### src/rtl/dram_arbiter.sv
// dram_arbiter: two-core arbiter in front of a single-port DRAM with a
// one-cycle registered read. Requests are level signals held until acq.
//
// Ports (2-entry buses: upper slice / bit 1 = core0, lower / bit 0 = core1)
//   CLK         system clock, rising edge
//   rst_n       synchronous active-low reset
//   rden, wren  per-core read / write request (both set = write)
//   Address     per-core address, 2*AW
//   Din         per-core write data, 2*DW
//   RAMq        DRAM read data
//   acq         per-core one-cycle completion pulse
//   Dq          per-core read data, held until that core's next read
//   RAMAddress, RAMDin, RAMwren   registered DRAM port
//
// Build option: define DRAM_ARB_FIXED_PRI_EN for fixed priority (core0 wins
// every tie); otherwise round-robin on the last served core.
module dram_arbiter #(
  parameter int unsigned AW = 8,
  parameter int unsigned DW = 8
) (
  input  logic            CLK,
  input  logic            rst_n,
  input  logic [1:0]      rden,
  input  logic [1:0]      wren,
  input  logic [2*AW-1:0] Address,
  input  logic [2*DW-1:0] Din,
  input  logic [DW-1:0]   RAMq,
  output logic [1:0]      acq,
  output logic [2*DW-1:0] Dq,
  output logic [AW-1:0]   RAMAddress,
  output logic [DW-1:0]   RAMDin,
  output logic            RAMwren
);

  typedef enum logic [1:0] {IDLE, ACCESS, RDWAIT} state_t;

  state_t     state;
  logic       owner;  // bus bit index of the core being served (1 = core0)
  logic [1:0] req;
  logic       win;

`ifndef DRAM_ARB_FIXED_PRI_EN
  logic       last;   // bus bit index of the last granted core
`endif

  // A core whose acq is high this cycle is masked so its still-held request
  // is not served a second time.
  always_comb begin
    req = (rden | wren) & ~acq;
`ifdef DRAM_ARB_FIXED_PRI_EN
    win = req[1];
`else
    if (req == 2'b11) win = ~last;
    else              win = req[1];
`endif
  end

  always_ff @(posedge CLK) begin
    if (!rst_n) begin
      state      <= IDLE;
      owner      <= 1'b0;
      acq        <= '0;
      Dq         <= '0;
      RAMAddress <= '0;
      RAMDin     <= '0;
      RAMwren    <= 1'b0;
`ifndef DRAM_ARB_FIXED_PRI_EN
      last       <= 1'b0;
`endif
    end else begin
      acq <= '0;
      unique case (state)
        IDLE: begin
          if (req != 2'b00) begin
            owner      <= win;
`ifndef DRAM_ARB_FIXED_PRI_EN
            last       <= win;
`endif
            RAMAddress <= win ? Address[2*AW-1:AW] : Address[AW-1:0];
            RAMDin     <= win ? Din[2*DW-1:DW] : Din[DW-1:0];
            RAMwren    <= wren[win];
            state      <= ACCESS;
          end
        end
        ACCESS: begin
          // RAMwren doubles as the access-type flag for the current grant.
          if (RAMwren) begin
            RAMwren    <= 1'b0;
            acq[owner] <= 1'b1;
            state      <= IDLE;
          end else begin
            state      <= RDWAIT;
          end
        end
        RDWAIT: begin
          if (owner) Dq[2*DW-1:DW] <= RAMq;
          else       Dq[DW-1:0]    <= RAMq;
          acq[owner] <= 1'b1;
          state      <= IDLE;
        end
        default: state <= IDLE;
      endcase
    end
  end

endmodule

### config.mk
export PLATFORM = sky130hd
export DESIGN_NAME = dram_arbiter
export DESIGN_NICKNAME = d
export VERILOG_FILES = /design/src/rtl/dram_arbiter.sv
export SDC_FILE = /design/constraint.sdc
export NUM_CORES = 1
export LEC_CHECK = 0
export BUFFER_PORTS_ARGS = -buffer_cell sky130_fd_sc_hd__buf_2
export CAP_MARGIN = 10
export CORE_ASPECT_RATIO = 1.1
export CORE_MARGIN = 2
export CORE_UTILIZATION = 46
export DETAILED_ROUTE_END_ITERATION = 10
export GPL_TIMING_DRIVEN = 0
export PLACE_DENSITY_LB_ADDON = 0.3
export RECOVER_POWER = 25
export SLEW_MARGIN = 20
export SYNTH_ARGS = -nofsm -noshare
export SYNTH_HDL_FRONTEND = slang
export SYNTH_SLANG_ARGS = --single-unit
export TNS_END_PERCENT = 5
### constraint.sdc
create_clock -name CLK -period 4.5 [get_ports CLK]
set_input_delay 0.225 -clock CLK [delete_from_list [all_inputs] [get_ports CLK]]
set_output_delay 0.225 -clock CLK [all_outputs]
set_load 0.005 [all_outputs]
==> reports/qor.yml, run 1 <==
synthesis:
  synth_sequential_area_ratio_pct: 47.5
  synthDominantAreaCellType: "sky130_fd_sc_hd__dfxtp_1"
  synth_warnings: 0
  yosys_reg_bits: 38
  synthFlopType: "sky130_fd_sc_hd__dfxtp_1"
  netlist_top_cells_area: "sky130_fd_sc_hd__dfxtp_1, sky130_fd_sc_hd__mux2i_1, sky130_fd_sc_hd__a21oi_1, sky130_fd_sc_hd__nand2_1, sky130_fd_sc_hd__o21ai_0"
  synth_top_cell_area_share_pct: 47.5
  synth_nets: 228
  synth-edff-count: 0
  post_synth_num_cell_types: 26
  synthArstFlopShare_pct: 0
  post_synth_inst_count: 178
  synth_area_um2: 1600
  synthesis.area_per_instance_um2: 9.00
power_and_ir_drop:
  vdd_drop_max_mv: 0.229
  power.leakage_nw: 0.987
  power.density_nw_per_um2: 344
clocking:
  h-tree-depth: 2
  postCtsSetupRepairBufs: 0
  bufs_on_longest_clock_path: 2
  cts_buffers: 5
  cts-hold-fix-buffers: 0
  clock_tree_from_tritoncts: "yes"
  cts.sink_count: 38
  ctsResizeCount: 0
  worst_skew_pair_later_pin_latency_ns: 0.34
  path_clk_slew_ns: 0.11
  root_buf_cell: "sky130_fd_sc_hd__clkbuf_4"
worst_setup_path:
  setup.worst_path.end_class: "flop"
  cp.arrival_ns: 2.03
  path_buf_inv: 2
  crit-reg2reg-launch: "state[1]"
  cell_type_group_with_the_largest_total_delay_on_the_critical_path: "compound AO/OA/AOI/OAI gates"
  worst_setup_endpoint: "RAMAddress[0]"
  rr_worst_depth: 5
  critPathRequiredTime_ns: 4.71
  setup.reg_to_reg.worst_slack_ns: 2.68
  worst-path-max-fanout: 10
  critical-path-max-stage-delay_ns: 0.44
  cp.depth: 5
  worstPathCellList: "inv_1, ha_1, a21boi_1, clkbuf_1, a21oi_1"
  critPathSlowestCell: "sky130_fd_sc_hd__a21boi_1"
  worst_r2r_endpoint: "RAMAddress[0]"
  critical_path.startpoint: "state[1]"
  worstSetupPathType: "flop to flop"
  setup.worst_path.start_class: "flop"
global_routing:
  antenna_violations_before_repair: 0
  grt_first_pass_wirelength_um: 5910
  gr-usage-all-layers_pct: 19.7
  remaining_global_route_overflow: 0
  grt_max_degree: 12
  grt_pass1_vias: 1351
detailed_routing:
  dr_total_vias: 1541
  finalWirelength_um: 3750
  drt-wirelength-per-cell_um: 12.0
  drtIter0Drc: 43
  drcViolationCount: 0
  firstDrtPassIters: 4
  via_per_inst: 4.92
  antenna_violating_nets_left: 0
sta:
  hold_viol: 0
  accumulated_negative_setup_slack_ns: 0
  timing.final.crit_period_ns: 1.82
  worst_relative_slew_slack_pct: 67.8
  min_period_over_period_pct: 40.4
  layout_skew_ns: 0.00546
  tightest_slew_ns: 0.483
  grt_setup_unrepaired: "false"
  max_clock_freq_ghz: 0.549
  finalSetupViolCount: 0
  slew_viol_final: 0
die:
  starting_density_of_the_core_pct: 48.1
  floorplan.die.width_um: 60.3
  floorplan.die_area_um2: 3970
  core_area_um2: 3330
  floorplan.die.height_um: 65.9
  rows: 22
  io_pins: 81
place:
  buffer_ports.inserted: 80
  placed_area_um2: 2060
  gp_routability_congestion: 0.711
  dpl.hpwl_um: 2810
status:
  status: "finished clean"
final_layout:
  layout_commonest_cell: "sky130_fd_sc_hd__buf_2"
  stdcell_area_um2: 2100
  drive_gt1_share_pct: 32.5
  layout_common_cells: "sky130_fd_sc_hd__buf_2, sky130_fd_sc_hd__dfxtp_1, sky130_fd_sc_hd__a21oi_1"
  post-route-util_pct: 63.1
  num_antenna_cells: 0
  area_growth_pct: 31.1
  final_nets: 315
run:
  cap_violations: 0
worst_hold_path:
  worstHoldPathType: "input pin to flop"
-- stage by stage --
step           cells  power (mW)  setup slack [ns]  hold WS (ns)
6_report         313       0.722              2.68         0.125
5_1_grt          313       0.770              2.43         0.115
3_3_place_gp     306       0.565              2.76         0.440
3_5_place_dp     306       0.568              2.71         0.443
2_1_floorplan    178       0.496              3.04         0.361
4_1_cts          313       0.732              2.70         0.107
-- synthesized netlist by cell type (2+ instances only) --
cell type                  instances
sky130_fd_sc_hd__o21ai_0          16
sky130_fd_sc_hd__nand3_1           9
sky130_fd_sc_hd__nand2_1          26
sky130_fd_sc_hd__inv_1             4
sky130_fd_sc_hd__dfxtp_1          38
sky130_fd_sc_hd__clkbuf_1          9
sky130_fd_sc_hd__o21bai_1          2
sky130_fd_sc_hd__nand4_1           2
sky130_fd_sc_hd__mux2i_1          18
sky130_fd_sc_hd__ha_1              4
sky130_fd_sc_hd__a21oi_1          35
-- final cells by class --
type / count / area, um2
sequential: 38 / 761
tap: 48 / 60.1
inverter: 4 / 15.0
clock buffer: 5 / 37.5
timing repair buffer: 80 / 392
clock inverter: 2 / 10.0
multi-input combinational: 124 / 768
fill: 306 / 1230
buffer: 12 / 58.8
-- how the worst min path moves through the flow --
stage	start	endpoint	slack (ns)	cells after the start
6_report	RAMq[2]	Dq[2]	0.12	3
5_1_grt	RAMq[7]	Dq[7]	0.12	3
4_1_cts	RAMq[2]	Dq[2]	0.11	3
3_5_place_dp	Dq[0]	Dq[0]	0.44	2
3_3_place_gp	Dq[8]	Dq[8]	0.44	2
2_1_floorplan	RAMq[0]	Dq[0]	0.36	2
-- tightest hold or removal path, stage by stage --
cell and delay, ns:
sky130_fd_sc_hd__buf_2 0.11, sky130_fd_sc_hd__nand2_1 0.05, sky130_fd_sc_hd__a21oi_1 0.05
-- power breakdown --
part           total (mW)  internal (mW)  switching, mW
clock               0.163         0.0562          0.107
combinational       0.176         0.0795         0.0961
sequential          0.383          0.368         0.0152
-- state kept, by name (all words and copies together) (netlist names) --
| name | count |
|---|---|
| RAMwren | 1 |
| state | 2 |
| Dq | 16 |
| RAMAddress | 8 |
| acq | 2 |
| last | 1 |
| RAMDin | 8 |
-- routing by layer --
layer / GRT usage (%) / wire [um]
met1: 24.3 / 1680
met2: 31.8 / 1720
met3: 6.26 / 302
met4: 6.94 / 48
met5: 0 / 0
-- cell families after synthesis --
kind of cell | Yosys count | share of synthesized area [%]
compound gates | 59 | 21.6
fa+ha+maj | 4 | 3.12
buf+inv | 16 | 4.60
flops | 38 | 47.5
mux | 18 | 11.2
simple gates | 43 | 11.9
Power figures use the tool's default switching activity.
==> inputs of run 2 (changes only) <==
--- a/config.mk
+++ b/config.mk
@@ -9,7 +9,7 @@
 export CAP_MARGIN = 10
 export CORE_ASPECT_RATIO = 1.1
 export CORE_MARGIN = 2
-export CORE_UTILIZATION = 46
+export CORE_UTILIZATION = 40
 export DETAILED_ROUTE_END_ITERATION = 10
 export GPL_TIMING_DRIVEN = 0
 export PLACE_DENSITY_LB_ADDON = 0.3
==> constraint.sdc (replaced) <==
create_clock -name CLK -period 1.6 [get_ports CLK]
set_input_delay 0.08 -clock CLK [delete_from_list [all_inputs] [get_ports CLK]]
set_output_delay 0.08 -clock CLK [all_outputs]
set_load 0.005 [all_outputs]
==> reports/qor.yml, run 2 (synthesized netlist as in run 1, its figures left out) <==
status:
  status: "finished clean"
worst_setup_path:
  rr_worst_depth: 6
  setup.reg_to_reg.worst_slack_ns: 0.13
  worstSetupPathType: "flop to flop"
  critPathRequiredTime_ns: 1.82
  setup.worst_path.end_class: "flop"
  critical_path.startpoint: "state[0]"
  worst_setup_endpoint: "RAMAddress[2]"
  setup.worst_path.start_class: "flop"
  crit-reg2reg-launch: "state[0]"
  critical-path-max-stage-delay_ns: 0.33
  worstPathCellList: "inv_1, ha_2, a21boi_4, clkbuf_4, o21ai_0, a21oi_1"
  worst-path-max-fanout: 10
  cp.arrival_ns: 1.69
  critPathSlowestCell: "sky130_fd_sc_hd__dfxtp_1"
  worst_r2r_endpoint: "RAMAddress[2]"
final_layout:
  layout.filler_cells: 390
  largest_register: "Dq"
  layout_commonest_cell: "sky130_fd_sc_hd__buf_2"
  final_nets: 317
  area_growth_pct: 36.5
  stdcell_area_um2: 2190
  layout_top_registers: "Dq: 16 flops, RAMAddress: 8 flops, RAMDin: 8 flops"
  num_antenna_cells: 0
  register_area_um2: 761
  layout_common_cells: "sky130_fd_sc_hd__buf_2, sky130_fd_sc_hd__dfxtp_1, sky130_fd_sc_hd__a21oi_1"
  largest_reg_flops: 16
  multi_input_area_um2: 782
  drive_gt1_share_pct: 34.7
detailed_routing:
  drt-wirelength-per-cell_um: 12.2
  dr_total_vias: 1552
  drcViolationCount: 0
  firstDrtPassIters: 4
  finalWirelength_um: 3900
  via_per_inst: 4.85
  antenna_violating_nets_left: 0
  drtIter0Drc: 42
sta:
  grt_setup_unrepaired: "false"
  min_period_over_period_pct: 92.0
  slew_viol_final: 0
  layout_skew_ns: 0.00706
  worst_relative_slew_slack_pct: 66.0
  whs_ns: 0.0406
  timing.final.crit_period_ns: 1.47
  finalSetupViolCount: 0
  tightest_slew_ns: 0.510
  max_clock_freq_ghz: 0.680
  hold_viol: 0
die:
  floorplan.die.height_um: 70.4
  floorplan.die.width_um: 64.4
  starting_density_of_the_core_pct: 41.1
  core_area_um2: 3900
  rows: 24
  io_pins: 81
  floorplan.die_area_um2: 4530
global_routing:
  antenna_violations_before_repair: 0
  grt_pass1_vias: 1454
  grt_first_pass_wirelength_um: 6290
  gr-usage-all-layers_pct: 17.8
  remaining_global_route_overflow: 0
  grt_max_degree: 12
clocking:
  root_buf_cell: "sky130_fd_sc_hd__clkbuf_8"
  clock_tree_from_tritoncts: "yes"
  bufs_on_longest_clock_path: 2
  cts.sink_count: 38
  path_clk_slew_ns: 0.07
  h-tree-depth: 2
  cts-hold-fix-buffers: 0
  worst_skew_pair_later_pin_latency_ns: 0.29
  cts_buffers: 5
power_and_ir_drop:
  p_int_mw: 1.63
  power.combinational.fraction_pct: 23.1
  vdd_drop_max_mv: 0.493
  clockPowerShare_pct: 29.4
  netSwitchingFraction_pct: 28.3
  seqPwrFrac_pct: 47.5
  power.density_nw_per_um2: 1040
  power.switching_mw: 0.643
  power.leakage_nw: 1.03
place:
  dpl.hpwl_um: 2900
  gp_routability_congestion: 0.773
  buffer_ports.inserted: 80
  placed_area_um2: 2070
worst_hold_path:
  worstHoldPathType: "input pin to flop"
run:
  cap_violations: 0
==> run 2: cell types whose count changed in the layout (fill, tap and decap cells not counted), moves of 2 or more <==
cell | previous run | this run
sky130_fd_sc_hd__buf_4 | 0 | 3
sky130_fd_sc_hd__clkbuf_1 | 16 | 14
sky130_fd_sc_hd__clkbuf_4 | 5 | 1
sky130_fd_sc_hd__clkbuf_8 | 0 | 6
==> run 2: metrics by stage <==
stage	worst slack (ns)	std cells	TNS, ns	utilization, %	total power [mW]
6_report	0.128	320	0	56.1	2.27
5_1_grt	0.00775	320	0	56.1	2.39
4_1_cts	0.0420	318	0	55.7	2.29
3_5_place_dp	-0.201	310	-2.53	53.0	1.61
3_3_place_gp	-0.159	310	-1.67	53.0	1.60
2_1_floorplan	0.140	178	0	-	1.40
==> run 2: layer usage <==
layer / part of all wire [%] / track usage (%) / wire [um] / vias up
met5: 0 / 0 / 0 / -
met4: 1.5 / 8.27 / 58 / 0
met2: 49 / 30.2 / 1930 / 41
met1: 44 / 21.2 / 1730 / 704
li1: - / - / - / 801
met3: 4.7 / 4.03 / 182 / 6
==> run 2: power groups by stage <==
stage	combinational [mW]	sequential, mW	clock, mW
finish	0.525	1.08	0.670
global route	0.584	1.09	0.716
CTS	0.518	1.08	0.688
detailed placement	0.506	1.10	0
global placement	0.500	1.10	0
floorplan	0.291	1.11	0
==> run 2: timing repair <==
action / in CTS / in global routing
setup endpoints to repair: 25 / 13
gates resized for setup: 4 / 5
hold endpoints to repair: 0 / 0
pin swaps: 0 / 1
setup buffers: 0 / 2
==> run 2: layout make-up <==
type	instances	area share [%]
Multi-Input combinational cell	124	35.7
Clock buffer	7	3.95
Buffer	12	3.03
Inverter	4	0.686
Tap cell	52	2.97
Timing Repair Buffer	82	18.6
Sequential cell	38	34.8
Clock inverter	1	0.229
==> run 2: worst min path at each step <==
stage                       start  endpoint  slack (ns)  cells after the start
after floorplan           RAMq[0]     Dq[0]        0.22                      2
after global placement    RAMq[6]     Dq[6]        0.34                      3
after detailed placement  RAMq[4]     Dq[4]        0.34                      3
after CTS                 RAMq[4]     Dq[4]        0.03                      3
after global routing      RAMq[2]     Dq[2]        0.03                      3
final                     RAMq[0]     Dq[0]        0.04                      3
==> run 2: worst max-delay path: cells and delay by family (launching register included) <==
kind,cells,cell delay [ns]
flops,1,0.33
fa+ha+maj,1,0.25
buf+inv,2,0.34
compound gates,3,0.49
